### src/rtl/button_conditioner.sv
// button_conditioner: N_BTN independent channels, each with a two-flop
// synchronizer, a stable-count debouncer, and registered one-cycle
// press/release pulses.
// Define BUTTON_AUTOREPEAT_EN to compile in auto-repeat press pulses while a
// button stays held. The default build has no repeat timer.
//
// Per-channel FSM
//   state        | meaning
//   ST_IDLE      | debounced level 0
//   ST_PRESSED   | debounced level 1, waiting REPEAT_DELAY for first repeat
//   ST_REPEATING | debounced level 1, pulsing every REPEAT_PERIOD
module button_conditioner #(
  parameter int N_BTN           = 5,
  parameter int DEBOUNCE_CYCLES = 1000000,
  parameter int REPEAT_DELAY    = 50000000,
  parameter int REPEAT_PERIOD   = 10000000
) (
  input  logic             CLK100MHZ,
  input  logic             rst,
  input  logic [N_BTN-1:0] btn_raw,
  output logic [N_BTN-1:0] btn_level,
  output logic [N_BTN-1:0] btn_press,
  output logic [N_BTN-1:0] btn_release
);

  localparam int            CW       = $clog2(DEBOUNCE_CYCLES + 1);
  localparam logic [CW-1:0] CNT_LAST = CW'(DEBOUNCE_CYCLES - 1);

`ifdef BUTTON_AUTOREPEAT_EN
  localparam int            RMAX       = (REPEAT_DELAY > REPEAT_PERIOD) ? REPEAT_DELAY : REPEAT_PERIOD;
  localparam int            TW         = $clog2(RMAX + 1);
  localparam logic [TW-1:0] TMR_DELAY  = TW'(REPEAT_DELAY - 1);
  localparam logic [TW-1:0] TMR_PERIOD = TW'(REPEAT_PERIOD - 1);
`endif

  typedef enum logic [1:0] {
    ST_IDLE      = 2'd0,
    ST_PRESSED   = 2'd1,
    ST_REPEATING = 2'd2
  } state_e;

  if (DEBOUNCE_CYCLES < 1 || REPEAT_DELAY < 1 || REPEAT_PERIOD < 1) begin : g_bad_param
    $error("button_conditioner: DEBOUNCE_CYCLES, REPEAT_DELAY, REPEAT_PERIOD must be >= 1");
  end

  for (genvar i = 0; i < N_BTN; i++) begin : g_ch
    logic          sync1_q, sync2_q;
    logic          level_q, press_q, release_q;
    logic [CW-1:0] cnt_q;
    logic          accept_d;
    state_e        state_q;
`ifdef BUTTON_AUTOREPEAT_EN
    logic [TW-1:0] timer_q;
`endif

    // Two-flop synchronizer for the asynchronous raw level
    always_ff @(posedge CLK100MHZ) begin
      if (rst) begin
        sync1_q <= 1'b0;
        sync2_q <= 1'b0;
      end else begin
        sync1_q <= btn_raw[i];
        sync2_q <= sync1_q;
      end
    end

    // New level is accepted on the edge that completes DEBOUNCE_CYCLES mismatches
    assign accept_d = (sync2_q != level_q) && (cnt_q == CNT_LAST);

    // Debounce counter: clears on agreement, flips the level on acceptance
    always_ff @(posedge CLK100MHZ) begin
      if (rst) begin
        cnt_q   <= '0;
        level_q <= 1'b0;
      end else if (sync2_q == level_q) begin
        cnt_q <= '0;
      end else if (accept_d) begin
        cnt_q   <= '0;
        level_q <= sync2_q;
      end else begin
        cnt_q <= cnt_q + 1'b1;
      end
    end

    // Channel FSM with registered press/release pulses (release wins over a due repeat)
    always_ff @(posedge CLK100MHZ) begin
      if (rst) begin
        state_q   <= ST_IDLE;
        press_q   <= 1'b0;
        release_q <= 1'b0;
`ifdef BUTTON_AUTOREPEAT_EN
        timer_q   <= '0;
`endif
      end else begin
        press_q   <= 1'b0;
        release_q <= 1'b0;
        case (state_q)
          ST_IDLE: begin
            if (accept_d && sync2_q) begin
              press_q <= 1'b1;
              state_q <= ST_PRESSED;
`ifdef BUTTON_AUTOREPEAT_EN
              timer_q <= TMR_DELAY;
`endif
            end
          end
          ST_PRESSED, ST_REPEATING: begin
            if (accept_d && !sync2_q) begin
              release_q <= 1'b1;
              state_q   <= ST_IDLE;
            end
`ifdef BUTTON_AUTOREPEAT_EN
            else if (timer_q == '0) begin
              press_q <= 1'b1;
              state_q <= ST_REPEATING;
              timer_q <= TMR_PERIOD;
            end else begin
              timer_q <= timer_q - 1'b1;
            end
`endif
          end
          default: state_q <= ST_IDLE;
        endcase
      end
    end

    assign btn_level[i]   = level_q;
    assign btn_press[i]   = press_q;
    assign btn_release[i] = release_q;
  end

endmodule

### config.mk
export PLATFORM = sky130hd
export DESIGN_NAME = button_conditioner
export DESIGN_NICKNAME = d
export VERILOG_FILES = /design/src/rtl/button_conditioner.sv
export SDC_FILE = /design/constraint.sdc
export NUM_CORES = 1
export LEC_CHECK = 0
export ABC_CLOCK_PERIOD_IN_PS = 2700
export BUFFER_PORTS_ARGS = -buffer_cell sky130_fd_sc_hd__buf_2
export CAP_MARGIN = 20
export CORE_ASPECT_RATIO = 0.7
export CORE_MARGIN = 2
export CORE_UTILIZATION = 50
export DETAILED_ROUTE_END_ITERATION = 7
export PLACE_DENSITY = 0.67
export SLEW_MARGIN = 25
export SYNTH_ARGS = -nofsm -noshare
export SYNTH_HDL_FRONTEND = slang
export SYNTH_SLANG_ARGS = --single-unit
### constraint.sdc
create_clock -name CLK100MHZ -period 2.7 [get_ports CLK100MHZ]
set_input_delay 0.27 -clock CLK100MHZ [delete_from_list [all_inputs] [get_ports CLK100MHZ]]
set_output_delay 0.27 -clock CLK100MHZ [all_outputs]
set_load 0.1 [all_outputs]
# Word level (Yosys, flattened, before mapping)
# Index checks and enable logic that the tools add are counted.
[totals]
regBits = 135
inputBits = 7
output_inout_bits = 15
[op_classes]
addsub = 5
n_eq_ne = 35
mux = 25
n_bitwise = 15
n_reduce_logical = 55
[ops]
columns = ["operator", "n"]
rows = [
  ["$add A20 B1 Y20 const B", 5],
  ["$eq A20 B20 Y1 const B", 5],
  ["$reduce_or A2 Y1", 15],
  ["$mux W2", 10],
  ["$ne A2 B2 Y1 const B", 10],
  ["$pmux W2 S2", 5],
  ["$reduce_and A2 Y1", 10],
  ["$logic_and A1 B1 Y1", 15],
  ["$not A1 Y1", 15],
  ["$reduce_or A3 Y1", 5],
  ["$eq A2 B1 Y1 const B", 5],
  ["$eq A2 B2 Y1 const B", 5],
  ["$logic_not A2 Y1", 5],
  ["$mux W1", 10],
  ["$eq A1 B1 Y1", 5],
  ["$logic_not A1 Y1", 5],
  ["$ne A1 B1 Y1", 5],
]

# Depth between registers and ports, before layout
[logic_depth]
word_depth = 5
ltp_mapped = 7
mapped_depth_nobuf = 5

# Worst setup path after synthesis
# No wires, ideal clock.
[synth_path]
kind = "reg-to-reg"
start = "register g_ch[0].cnt_q[0]"
end = "register g_ch[0].cnt_q[18]"
setup_time_ns = 0.070
arrival_ns = 1.850
required_ns = 2.630
setup_slack_ns = 0.780
stages_incl_launch_ff = 7
period_less_slack_ns = 1.920
path_cell_list = "dfxtp_1 ha_1 nand3_1 or4_1 clkbuf_1 or4_1 a21oi_1"
[synth_via]
elab_chain_len = 3
word_cells_on_any_way = 4
classes_between = "add/sub (1); eq/ne (1); reduce/logical (2)"
[synth_rtl]
columns = ["element", "line", "text"]
rows = [
  ["start, declared", "49", "logic [CW-1:0] cnt_q;"],
  ["start signal, assigned", "81", "cnt_q <= cnt_q + 1'b1;"],
  ["parallel branches: the longest is 3 deep, another holds $add A20 B1 Y20", "n/a", ""],
]
# Parallel ways; which one is timed is not known.
# A chain may end at the register's enable or synchronous reset.

# Worst setup path in the final report
[layout_path]
start = "register g_ch[1].cnt_q[17]"
end = "register g_ch[1].cnt_q[12]"
[layout_via]
elab_chain_len = 3
[layout_rtl]
columns = ["element", "line", "text"]
rows = [
  ["start, declared", "49", ""],
  ["start signal, assigned", "81", ""],
  ["$eq A20 B20 Y1", "68", "assign accept_d = (sync2_q != level_q) && (cnt_q == CNT_LAST);"],
  ["$logic_and A1 B1 Y1", "68", ""],
  ["$reduce_or A3 Y1 (no line)", "n/a", ""],
]
# No other way between the ends.

==> metrics.cfg <==
[sta]
period_minus_slack_ns=2.14
slew_viol_final=0
rsz0062_at_grt=false
timing.final.ws_setup_ns=0.557
hold-worst-slack_ns=0.0785
relSlewSlack=0.479
hold_violations=0
worstMarginPinSlew_ns=0.781
post-route-period-util=0.794
finClkSkew_ns=0.00673
fmax_ghz=0.467
finalSetupViolCount=0
fin_tns_setup_ns=0

[floorplan]
die_area_um2=12500
coreArea_um2=11200
core.rowCount=32
initial_core_util=0.519
fp.dieH_um=94.1
ioPinCount=22
die_w_um=133

[global_route]
grtUsageMet3=0.0485
antenna_found_initial=0
grt_usage=0.194
overflow=0
grt_most_used_layer=met2
grt_pass1_vias=4309
grt_pass1_wl_um=19800
grt_start_max_net_pins=20
grtUsageMet1=0.255
use_met2=0.315

[clocking]
cts_buffers=17
cts_sinks=130
cts_hold_buf=0
cts_setup_buffers=0
cts.path.max_buffers=2
htreeDepth=4
worstSkewPairLatency_ns=0.40
cts-root-buf=clkbuf_16
cts_tree=yes
ctsResizeCount=0
path_clk_slew_ns=0.06

[setup_path]
cp_top_family=simple AND/OR/NAND/NOR gates
rr_worst_depth=5
path_class=flip-flop to flip-flop
critPathMaxStageDelay_ns=0.67
r2r_setup_slack_ns=0.56
path_cells=nand3_1 -> or4b_1 -> o31ai_4 -> buf_4 -> nor2_1
worstPathArrival_ns=2.43
crit_fanout=10
cp-start-kind=flip-flop
crit_path_top_delay_cell=or4b_1
path_buf_inv=1
r2r-end=g_ch[1].cnt_q[12]
r2r-start=g_ch[1].cnt_q[17]
worst_setup_path_end_kind=flip-flop
critPathRequiredTime_ns=2.99

[routing]
firstDrtPassIters=5
drt_drc_violations_left=0
drt_iter0_drc=276
ant_nets=0
avgViaCountPerCell=5.54
avgRoutedWirePerCell_um=13.8
vias=4644
wl_um=11600

[power]
ir_drop_uv=496
p_comb_frac=0.012
seqPwrFrac=0.441
p_per_area_nw_per_um2=670
power.switching_uw=888
swShare=0.201
power_frac_clock=0.546
intPower_mw=3.52
p_leak_nw=2.04
fin_total_pwr_mw=4.41

[layout]
multi_input_area_um2=2910
nNetsFinal=685
drive_gt1_frac=0.111
final_cell_mix=dfxtp_1, nor2_1, a21oi_1, xnor2_1
seq_area_um2=2600
diodes=0
final_common_cell=dfxtp_1
fillers=972
area_delta_synth_final_pct=13.6
final_area_um2=6580

[synth]
synth_xor_area_frac=0.0907
ys_ff_latch=130
postSynthAreaPerCell_um2=8.78
syn_inst=660
synth_fp_nets=672
synth_top_family_by_area=simple AND/OR/NAND/NOR gates
synth_area_um2=5790
synth_edf_count=0
yosysUniqueCellTypes=45
muxShareOfSynthArea=0
ys_warn_count=0
ys.flop_type=dfxtp_1
yosys.area_share.adder=0.0108
synth_seq_area_share=0.449
synth_compound_area_frac=0.0968
synthArstFlopShare=0
synthSimpleGateAreaFrac=0.304

[placement]
placed_cell_area_um2=5950
gp_congestion=0.829
dp_hpwl_um=7950
port_buffers=21
dp_slack_ns=0.584

[worst_hold_path]
hp-class=input pin to flip-flop
holdPathEnd=g_ch[1].sync1_q
min_from=btn_raw[1]
hold_depth=2

[flow_run]
max_cap_violations=0

[outcome]
status=finished clean

## area by class of cell
cell class              count  share of cell area
clock inverters            14              0.0285
repair buffers             29              0.0251
flip-flops and latches    130               0.396
inverters                  22              0.0126
well taps                 153              0.0291
multi-input cells         473               0.442
clock buffers              18              0.0668
## power groups by stage
stage / combinational [mW] / clock, mW / sequential [mW]
6_report: 0.0548 / 2.41 / 1.95
4_1_cts: 0.0555 / 2.45 / 1.95
2_1_floorplan: 0.0386 / 0 / 1.98
3_5_place_dp: 0.0549 / 0 / 1.99
3_3_place_gp: 0.0528 / 0 / 1.99
5_1_grt: 0.0616 / 2.55 / 1.95
## state kept, by name, indices dropped and copies added (netlist names)
signal and cells:
g_ch.press_q 5, g_ch.release_q 5, g_ch.level_q 5, g_ch.state_q 5, g_ch.sync1_q 5, g_ch.sync2_q 5
g_ch.cnt_q 100
## cell usage after synthesis, types with 5 or more instances
cell,instances,area share
nor3_1,8,0.0069
nor4_1,17,0.018
and4_1,6,0.0091
or3_1,19,0.021
xnor2_1,37,0.056
or4_1,22,0.029
dfxtp_1,130,0.45
nor2b_1,12,0.013
nor4b_1,10,0.015
and3_1,15,0.016
xor2_1,23,0.035
buf_4,16,0.021
nand2_1,36,0.023
nand4_1,22,0.024
o21ai_0,23,0.020
nor2_1,71,0.046
ha_1,5,0.011
and2_1,9,0.0097
clkbuf_1,12,0.0078
a21oi_1,40,0.035
nand2b_1,9,0.0097
buf_2,5,0.0043
nand3_1,36,0.031
inv_1,22,0.014
o31ai_1,19,0.025
## logic make-up (layout without fill, tap and decap cells)
logic type | Yosys count | after routing
flip-flops | 130 | 130
AND/OR/NAND/NOR | 314 | 314
XOR/XNOR | 60 | 60
adder cells (fa/ha/maj) | 5 | 5
AO/OA/AOI/OAI | 94 | 94
buffers and inverters | 57 | 83
## worst max-delay path by stage
stage,slack [ns],to,start,cells after the start
after floorplan,0.78,g_ch[0].cnt_q[18],g_ch[0].cnt_q[0],6
after global placement,0.68,g_ch[1].cnt_q[10],g_ch[1].cnt_q[16],5
after detailed placement,0.58,g_ch[1].cnt_q[12],g_ch[1].cnt_q[16],5
after CTS,0.56,g_ch[1].cnt_q[2],g_ch[1].cnt_q[17],5
after global routing,0.43,g_ch[1].cnt_q[2],g_ch[1].cnt_q[17],5
final,0.56,g_ch[1].cnt_q[12],g_ch[1].cnt_q[17],5
## worst reg2reg max path: cells and delay by family (launching register included)
kind            cells  cell delay (ns)
compound gates      1             0.51
flops               1             0.38
buf+inv             1             0.26
simple gates        3             0.88
## stage by stage
step / util / cells
finish: 0.589 / 839
global route: 0.589 / 839
CTS: 0.589 / 839
detailed placement: 0.533 / 807
global placement: 0.533 / 807
floorplan: - / 660
## layer usage
metal  up-vias  wire length [µm]  part of all wire
li1       2379                 -                 -
met3         9               411             0.035
met4         0                72            0.0062
met2        74              5310              0.46
met1      2182              5780              0.50
met5         -                 0                 0
No activity file was read; power rests on OpenSTA's default activity.
